--- config.mk ---
export PLATFORM = sky130hd
export DESIGN_NAME = aes_key_expansion_multi
export DESIGN_NICKNAME = d
export VERILOG_FILES = /design/src/rtl/aes_key_expansion_multi.sv
export SDC_FILE = /design/constraint.sdc
export NUM_CORES = 2
export LEC_CHECK = 0
export CORE_MARGIN = 2
export CORE_UTILIZATION = 45
export CTS_BUF_LIST = sky130_fd_sc_hd__clkbuf_16
export DETAILED_ROUTE_END_ITERATION = 8
export DONT_BUFFER_PORTS = 1
export GPL_TIMING_DRIVEN = 0
export PLACE_DENSITY = 0.63
export SYNTH_ARGS = -nofsm -noshare
export SYNTH_HDL_FRONTEND = slang
export SYNTH_SLANG_ARGS = --single-unit
--- constraint.sdc ---
create_clock -name clk -period 83.7 [get_ports clk]
set_clock_uncertainty 0.05 [all_clocks]
set_input_delay 16.74 -clock clk [delete_from_list [all_inputs] [get_ports clk]]
set_output_delay 16.74 -clock clk [all_outputs]
set_load 0.05 [all_outputs]
--- src/rtl/aes_key_expansion_multi.sv ---
// aes_key_expansion_multi
//   Multi-mode AES key schedule (AES-128/192/256 chosen per job by key_mode).
//   One 32-bit schedule word is produced per cycle through a single 4-byte
//   S-box. Words are gathered four at a time into 128-bit round keys, which
//   are streamed over a valid/ready handshake in round order 0..Nr.
//
//   Ports
//     clk, reset      rising-edge clock, asynchronous active-high reset
//     start           job request, accepted only while start_ready=1
//     start_ready     FSM idle
//     key_mode        00=128, 01=192, 10=256, 11=illegal (sampled on accept)
//     key             left-aligned cipher key (sampled on accept)
//     subkey          round key, w[4r] in [127:96]
//     subkey_valid    subkey/round_idx/last valid
//     subkey_ready    consumer accept
//     round_idx       round number of subkey
//     last            final round key of the job
//     busy            job in progress
//     mode_err        one-cycle pulse on start with an illegal/disabled mode
//
//   Parameters
//     SUPPORT_192, SUPPORT_256  0 makes that key_mode illegal
//
//   Optional feature macro: AES_KEYEXP_REVERSE_EN
//     Adds input reverse and a 15x128 round-key store. With reverse=1 the
//     schedule is built silently into the store and then emitted Nr..0.

module aes_key_expansion_multi #(
  parameter int SUPPORT_192 = 1,
  parameter int SUPPORT_256 = 1
) (
  input  logic         clk,
  input  logic         reset,
  input  logic         start,
  output logic         start_ready,
  input  logic [1:0]   key_mode,
  input  logic [255:0] key,
`ifdef AES_KEYEXP_REVERSE_EN
  input  logic         reverse,
`endif
  output logic [127:0] subkey,
  output logic         subkey_valid,
  input  logic         subkey_ready,
  output logic [3:0]   round_idx,
  output logic         last,
  output logic         busy,
  output logic         mode_err
);

  typedef enum logic [1:0] {S_IDLE, S_GEN, S_EMIT, S_DRAIN} state_t;

  // AES S-box, byte 0x00 in the top 8 bits.
  localparam logic [2047:0] SBOX_TABLE = {
    128'h637c777bf26b6fc53001672bfed7ab76,
    128'hca82c97dfa5947f0add4a2af9ca472c0,
    128'hb7fd9326363ff7cc34a5e5f171d83115,
    128'h04c723c31896059a071280e2eb27b275,
    128'h09832c1a1b6e5aa0523bd6b329e32f84,
    128'h53d100ed20fcb15b6acbbe394a4c58cf,
    128'hd0efaafb434d338545f9027f503c9fa8,
    128'h51a3408f929d38f5bcb6da2110fff3d2,
    128'hcd0c13ec5f974417c4a77e3d645d1973,
    128'h60814fdc222a908846eeb814de5e0bdb,
    128'he0323a0a4906245cc2d3ac629195e479,
    128'he7c8376d8dd54ea96c56f4ea657aae08,
    128'hba78252e1ca6b4c6e8dd741f4bbd8b8a,
    128'h703eb5664803f60e613557b986c11d9e,
    128'he1f8981169d98e949b1e87e9ce5528df,
    128'h8ca1890dbfe6426841992d0fb054bb16
  };

  // msb of entry x sits at bit 8*(255-x)+7 == {~x, 3'b111}
  function automatic logic [7:0] sbox(input logic [7:0] x);
    return SBOX_TABLE[{~x, 3'b111} -: 8];
  endfunction

  function automatic logic [7:0] xtime(input logic [7:0] b);
    return {b[6:0], 1'b0} ^ (b[7] ? 8'h1b : 8'h00);
  endfunction

  state_t        state;
  logic [255:0]  key_q;
  logic [1:0]    mode_q;
  logic [5:0]    i_q;       // schedule word index
  logic [2:0]    kcnt;      // i mod Nk
  logic [7:0]    rcon;
  logic [31:0]   win [8];   // win[7] = w[i-1] ... win[0] = w[i-8]
  logic [31:0]   acc0, acc1, acc2;

`ifdef AES_KEYEXP_REVERSE_EN
  logic          rev_q;
  logic [3:0]    ptr;
  logic [3:0]    nr;
  logic [127:0]  store [15];
`endif

  logic [2:0]    nk_m1;
  logic [5:0]    last_i;
  logic [31:0]   back;
  logic [31:0]   key_word;
  logic [31:0]   sub_in;
  logic [31:0]   sub_out;
  logic [31:0]   temp;
  logic [31:0]   new_word;
  logic [127:0]  round_key;
  logic          is_key;
  logic          mode_legal;
  logic          hs;
  logic          emit_direct;
  logic          slot_free;
  logic          gen_en;

  always_comb begin
    case (mode_q)
      2'b01:   begin nk_m1 = 3'd5; last_i = 6'd51; back = win[2]; end
      2'b10:   begin nk_m1 = 3'd7; last_i = 6'd59; back = win[0]; end
      default: begin nk_m1 = 3'd3; last_i = 6'd43; back = win[4]; end
    endcase
  end

`ifdef AES_KEYEXP_REVERSE_EN
  always_comb begin
    case (mode_q)
      2'b01:   nr = 4'd12;
      2'b10:   nr = 4'd14;
      default: nr = 4'd10;
    endcase
  end
  assign emit_direct = !rev_q;
`else
  assign emit_direct = 1'b1;
`endif

  always_comb begin
    is_key   = (i_q[5:3] == 3'd0) && (i_q[2:0] <= nk_m1);
    // key word j has its msb at 255-32j == {~j, 5'b11111}
    key_word = key_q[{~i_q[2:0], 5'b11111} -: 32];
    sub_in   = (kcnt == 3'd0) ? {win[7][23:0], win[7][31:24]} : win[7];
    sub_out  = {sbox(sub_in[31:24]), sbox(sub_in[23:16]),
                sbox(sub_in[15:8]),  sbox(sub_in[7:0])};
    if (kcnt == 3'd0)
      temp = sub_out ^ {rcon, 24'h0};
    else if (mode_q == 2'b10 && kcnt == 3'd4)
      temp = sub_out;
    else
      temp = win[7];
    new_word  = is_key ? key_word : (back ^ temp);
    round_key = {acc0, acc1, acc2, new_word};
  end

  assign hs         = subkey_valid & subkey_ready;
  assign mode_legal = (key_mode == 2'b00) ||
                      (key_mode == 2'b01 && SUPPORT_192 != 0) ||
                      (key_mode == 2'b10 && SUPPORT_256 != 0);
  // The 4th word of a round needs the output register to be free (or
  // freeing this cycle); otherwise the whole generator holds.
  assign slot_free  = (i_q[1:0] != 2'd3) || !emit_direct || !subkey_valid || subkey_ready;
  assign gen_en     = (state == S_GEN) && slot_free;

  always_ff @(posedge clk or posedge reset) begin
    if (reset) begin
      state        <= S_IDLE;
      start_ready  <= 1'b1;
      busy         <= 1'b0;
      mode_err     <= 1'b0;
      key_q        <= '0;
      mode_q       <= 2'b00;
      i_q          <= '0;
      kcnt         <= '0;
      rcon         <= 8'h01;
      for (int unsigned k = 0; k < 8; k++) win[k] <= '0;
      acc0         <= '0;
      acc1         <= '0;
      acc2         <= '0;
      subkey       <= '0;
      subkey_valid <= 1'b0;
      round_idx    <= '0;
      last         <= 1'b0;
`ifdef AES_KEYEXP_REVERSE_EN
      rev_q        <= 1'b0;
      ptr          <= '0;
      for (int unsigned k = 0; k < 15; k++) store[k] <= '0;
`endif
    end else begin
      mode_err <= 1'b0;
      if (hs) subkey_valid <= 1'b0;

      case (state)
        S_IDLE: begin
          if (start) begin
            if (mode_legal) begin
              key_q       <= key;
              mode_q      <= key_mode;
              i_q         <= '0;
              kcnt        <= '0;
              rcon        <= 8'h01;
              state       <= S_GEN;
              start_ready <= 1'b0;
              busy        <= 1'b1;
`ifdef AES_KEYEXP_REVERSE_EN
              rev_q       <= reverse;
`endif
            end else begin
              mode_err <= 1'b1;
            end
          end
        end

        S_GEN: begin
          if (gen_en) begin
            for (int unsigned k = 0; k < 7; k++) win[k] <= win[k + 1];
            win[7] <= new_word;
            i_q    <= i_q + 6'd1;
            kcnt   <= (kcnt == nk_m1) ? 3'd0 : kcnt + 3'd1;
            if (kcnt == 3'd0 && !is_key) rcon <= xtime(rcon);
            case (i_q[1:0])
              2'd0: acc0 <= new_word;
              2'd1: acc1 <= new_word;
              2'd2: acc2 <= new_word;
              default: begin
                if (emit_direct) begin
                  subkey       <= round_key;
                  subkey_valid <= 1'b1;
                  round_idx    <= i_q[5:2];
                  last         <= (i_q == last_i);
                end
`ifdef AES_KEYEXP_REVERSE_EN
                else begin
                  store[i_q[5:2]] <= round_key;
                end
`endif
              end
            endcase
            if (i_q == last_i) begin
              state <= emit_direct ? S_DRAIN : S_EMIT;
`ifdef AES_KEYEXP_REVERSE_EN
              ptr   <= nr;
`endif
            end
          end
        end

`ifdef AES_KEYEXP_REVERSE_EN
        S_EMIT: begin
          if (!subkey_valid || hs) begin
            subkey       <= store[ptr];
            subkey_valid <= 1'b1;
            round_idx    <= ptr;
            last         <= (ptr == 4'd0);
            if (ptr == 4'd0) state <= S_DRAIN;
            else             ptr   <= ptr - 4'd1;
          end
        end
`endif

        S_DRAIN: begin
          if (hs && last) begin
            state       <= S_IDLE;
            start_ready <= 1'b1;
            busy        <= 1'b0;
          end
        end

        default: begin
          state       <= S_IDLE;
          start_ready <= 1'b1;
          busy        <= 1'b0;
        end
      endcase
    end
  end

endmodule

# == Word level (Yosys, flattened, before mapping) ==
# Index checks and enable logic that the tools add are counted.
# totals
output_inout_bits,137
ff_bits,766
# op_classes
n_lt_le_gt_ge,1
n_bitwise,11
add_sub_neg,2
n_shift,5
mux,43
n_eq_ne,18
reduce_logical,28
# op_table
cell,n
variable part select 2055 x 12 -> 8 bit (first input constant),4
variable part select 287 x 9 -> 32 bit,1
2-to-1 mux 32 bit,4
one-hot mux 32 bit (2 select lines),1
XOR 32 bit,2
2-to-1 mux 8 bit,4
NOT 8 bit,4
2-to-1 mux 6 bit,3
one-hot mux 8 bit (2 select lines),1
AND reduction 3 bit,5
2-to-1 mux 1 bit,13
2-to-1 mux 3 bit,4
one-hot mux 3 bit (2 select lines),2
one-hot mux 6 bit (2 select lines),1
2-to-1 mux 2 bit,5
inequality test 2 bit (second input constant),5
one-hot mux 5 bit (2 select lines),1
AND reduction 5 bit,2
equality test 2 x 1 -> 1 bit (second input constant),4
equality test 2 bit (second input constant),4
AND reduction 4 bit,2
XOR 8 x 5 -> 8 bit,1
adder 6 x 1 -> 6 bit (second input constant),1
equality test 6 bit,1
other kinds (19),33

# == Longest topological paths before layout ==
# depth
ltp_word,9
depth_mapped,20

# == Worst setup path before layout ==
# Ideal clock, no wire load.
# synth_path
path_type,input port to flip-flop
from,input port subkey_ready
to,register win[11] (netlist bit)
setup_time_ns,0.141
required_time_ns,83.509
arrival_time_ns,18.202
path_slack_ns,65.307
path_buffers,4
stages,7
cell_sequence,nand3b_1 and2_1 clkbuf_1 clkbuf_1 clkbuf_1 clkbuf_1 a31oi_1
# synth_between
elab_chain_len,3
# synth_rtl
item,line_no,source
"start, declared",43,"input logic subkey_ready,"
logical OR 1 bit,157,assign slot_free = (i_q[1:0] != 2'd3) || !emit_direct || !subkey_valid || subkey_ready;
logical AND 1 bit,158,assign gen_en = (state == S_GEN) && slot_free;
AND reduction 2 bit (no source line),n/a,
"end, declared",87,logic [31:0] win [8];
# Every way passes these cells.
# A chain may end at the register's enable or synchronous reset.

# == Final worst setup path ==
# Same ends and word-level chain as after synthesis.

==> summary.md <==
| Metric | Value |
|---|---|
| Routed wire length | roughly 280 mm |
| Class of the tightest hold or removal check | reg -> reg |
| Global-route wire length before repair | about 390 mm |
| Starting utilization of the core area | 45.4% |
| Highest net fanout along the worst path | 10 |
| Violations in the final reports | DRC, capacitance limit, slew limit |
| Die Span Y | about 330 um |
| Number of max-capacitance violations reported | 10 |
| Area Overhead vs Synth | 9.99% |
| Num CTS Buffers | 80 |
| RSZ-0062 raised after global routing | no |
| Crit path capture | win[11] |
| Last weighted congestion value of the routability-driven placer | about 1.1 |
| Maximum number of pins on one net before global-route repair | 135 |
| Synthesized netlist net count | between 6000 and 7000 |
| Hold Buf Count CTS | 0 |
| Fin worst setup slack | around 64 ns |
| Average wire per standard cell | 37.9 um |
| Clock Path Buffers | 3 |
| Total track usage | approximately half |
| First-pass detailed-route iteration total | 9 |
| Result of the run | finished with violations |
| Number of endpoints failing setup at the final stage | 0 |
| Endpoint of the most critical register-to-register path | acc1[10] |
| Total setup buffers inserted after CTS | 0 |
| Routed via count divided by cell count | 7.27 |
| DR iter-0 viols | about 10000 |
| Most common cell after layout, fill and taps aside | sky130_fd_sc_hd__nand2_1 |
| Overflow after GRT | 0 |
| Final number of hold-violating endpoints | 0 |
| Top achievable clock speed | just under 50 MHz |
| Crit Path Category | in -> reg |
| CTS tree | done |
| Number of antenna violations at the first check in global routing | 23 |
| R2R Setup Slk | about 75 ns |
| Count of mapped cells out of synthesis | 5944 |
| Half-perimeter wire length after detailed placement | 210 mm |
| Max-slew headroom at the worst pin | -7.38% |
| Number of library cell types mapped by synthesis | 108 |
| Ys Warns | 0 |
| Port buffer count | 0 |
| Tightest Pin Transition | 1.60 ns |
| Synthesized area per cell | a little over 8 sq um |
| # DRC | 122 |
| Portion of the clock cycle consumed by the worst path in the final layout | ~24% |
| Time the final worst path needs with I/O delays and setup | 20.13 ns |
| Clock-pin slew of the registers on the worst-case setup and hold paths | 0.07 ns |
| Type of element launching the critical path | input port |
| Width of the chip | roughly 330 um |
| Vias in the first global route | between 50000 and 60000 |
| Final Core Density | about half |
| Final slew viol count | 37 |
| Vias after detailed routing | 54700 |
| Most common flop cell mapped by yosys | sky130_fd_sc_hd__dfrtp_1 |
| Routed Antenna Nets | 0 |
| Critical Path Sink Type | flip-flop |
| Pre-CTS setup slack | 63.44 ns |
| Count of pins on the block boundary | around 400 |
| Seq/Total Area, Yosys | approximately two fifths |
| Die outline area | ~110000 sq um |
| Row count | between 100 and 150 |
| Number of flops mapped to enable cells by yosys | 0 |
| Quantity of gates resized following cts | 0 |
| Worst skew pair latency | just over 0.7 ns |
| Async set or reset register ratio after synthesis | 100% |
| Share of post-route cells with drive strength above 1 | 9.17% |
| Most frequent cells in the layout | sky130_fd_sc_hd__nand2_1, sky130_fd_sc_hd__dfrtp_1, sky130_fd_sc_hd__clkbuf_1 |
| Synth Cell Area | 47900 sq um |
| Number of H-tree branching levels | 3 |
| Core Box Area | roughly 110000 sq um |
| Clock sinks | 766 |
| Flip-flop and latch count after synthesis | roughly 770 |
| Crit path DAT | 20.57 ns |
| Setup TNS | 0 ns |
| Startpoint of the worst register-to-register path | kcnt[0] |
| Depth of the worst register-to-register path | 19 |
| Worst EP required | about 84 ns |
| Final net count | 6355 |
| Start point of the critical path | subkey_ready |
| Clock root buffer | sky130_fd_sc_hd__clkbuf_16 |
## layout make-up
class	count	area [sq um]
well taps	1391	1740
flip-flops and latches	766	19200
inverters	53	206
clock buffers	81	2030
clock inverters	66	573
repair buffers	24	324
multi-input cells	4596	26200
plain buffers	529	2360
fillers	10000	52700
diodes	22	55.1
## worst max-delay path, cell delays in order
cell	delay [ns]
sky130_fd_sc_hd__nand3b_1	0.26
sky130_fd_sc_hd__and2_1	0.18
sky130_fd_sc_hd__clkbuf_1	0.23
sky130_fd_sc_hd__clkbuf_1	0.90
sky130_fd_sc_hd__clkbuf_1	1.09
sky130_fd_sc_hd__clkbuf_1	0.86
sky130_fd_sc_hd__a31oi_1	0.30
## per-stage QoR
| step | hold WS [ns] | instance area (sq um) | instances |
|---|---|---|---|
| floorplan | 0.385 | 47900 | 5944 |
| global placement | 0.394 | 49600 | 7335 |
| detailed placement | 0.402 | 49900 | 7353 |
| CTS | 0.385 | 52500 | 7500 |
| global route | 0.415 | 52600 | 7513 |
| finish | 0.386 | 52700 | 7528 |
## routing by layer
layer / track usage [%] / share of wire (%) / wire [um] / up-vias
met3: 23.5 / 15 / 43800 / 1542
met2: 70.2 / 39 / 112000 / 5305
met5: 1.26 / 0.10 / 290 / -
met4: 37.1 / 9.7 / 27500 / 14
li1: - / - / - / 21200
met1: 63.0 / 35 / 101000 / 26600
## worst min path at each step
stage / start / slack (ns) / cells past startpoint / endpoint
floorplan: acc0[10] / 0.38 / 2 / subkey[106]
global placement: win[200] / 0.39 / 2 / win[232]
detailed placement: acc2[22] / 0.40 / 2 / subkey[54]
CTS: win[206] / 0.39 / 2 / win[238]
global route: win[209] / 0.41 / 2 / win[241]
finish: win[210] / 0.39 / 2 / win[242]
## registers in the layout, indices dropped and copies added (netlist names), 2 cells and up
register,flops
kcnt,3
subkey,128
acc1,32
mode_q,2
round_idx,4
key_q,256
acc2,32
acc0,32
i_q,6
win,256
rcon,8
state,2
## kinds of logic (layout without fill, tap and decap cells)
kind of cell | Yosys count | count (layout) | share of synthesized area (%)
AND/OR/NAND/NOR | 2815 | 2815 | 24.0
buffers and inverters | 582 | 753 | 5.33
multiplexers | 255 | 255 | 7.52
AO/OA/AOI/OAI | 1445 | 1445 | 21.3
adder cells (fa/ha/maj) | 43 | 43 | 1.12
other | 0 | 22 | 0
flip-flops | 766 | 766 | 40.0
XOR/XNOR | 38 | 38 | 0.695
## Yosys cell counts (36+ instances only)
master	count	area, sq um
sky130_fd_sc_hd__dfrtp_1	764	19100
sky130_fd_sc_hd__nand3_1	107	536
sky130_fd_sc_hd__a311oi_1	40	350
sky130_fd_sc_hd__a211oi_1	128	961
sky130_fd_sc_hd__ha_1	43	538
sky130_fd_sc_hd__a31oi_1	77	482
sky130_fd_sc_hd__o211ai_1	92	691
sky130_fd_sc_hd__nand2_1	2133	8010
sky130_fd_sc_hd__o21ai_1	43	215
sky130_fd_sc_hd__o21ai_0	259	1300
sky130_fd_sc_hd__nor2_1	305	1140
sky130_fd_sc_hd__nor3_1	72	360
sky130_fd_sc_hd__a221oi_1	44	385
sky130_fd_sc_hd__a21oi_1	223	1120
sky130_fd_sc_hd__o31ai_1	36	270
sky130_fd_sc_hd__o221ai_1	48	420
sky130_fd_sc_hd__buf_2	150	751
sky130_fd_sc_hd__mux2i_1	98	981
sky130_fd_sc_hd__inv_1	45	169
sky130_fd_sc_hd__clkbuf_1	310	1160
sky130_fd_sc_hd__a22oi_1	51	383
sky130_fd_sc_hd__mux4_2	72	1620
sky130_fd_sc_hd__mux2_2	74	833
Power is not shown: default switching activity piles up to over one toggle a cycle in this logic, so the estimate is an artifact.
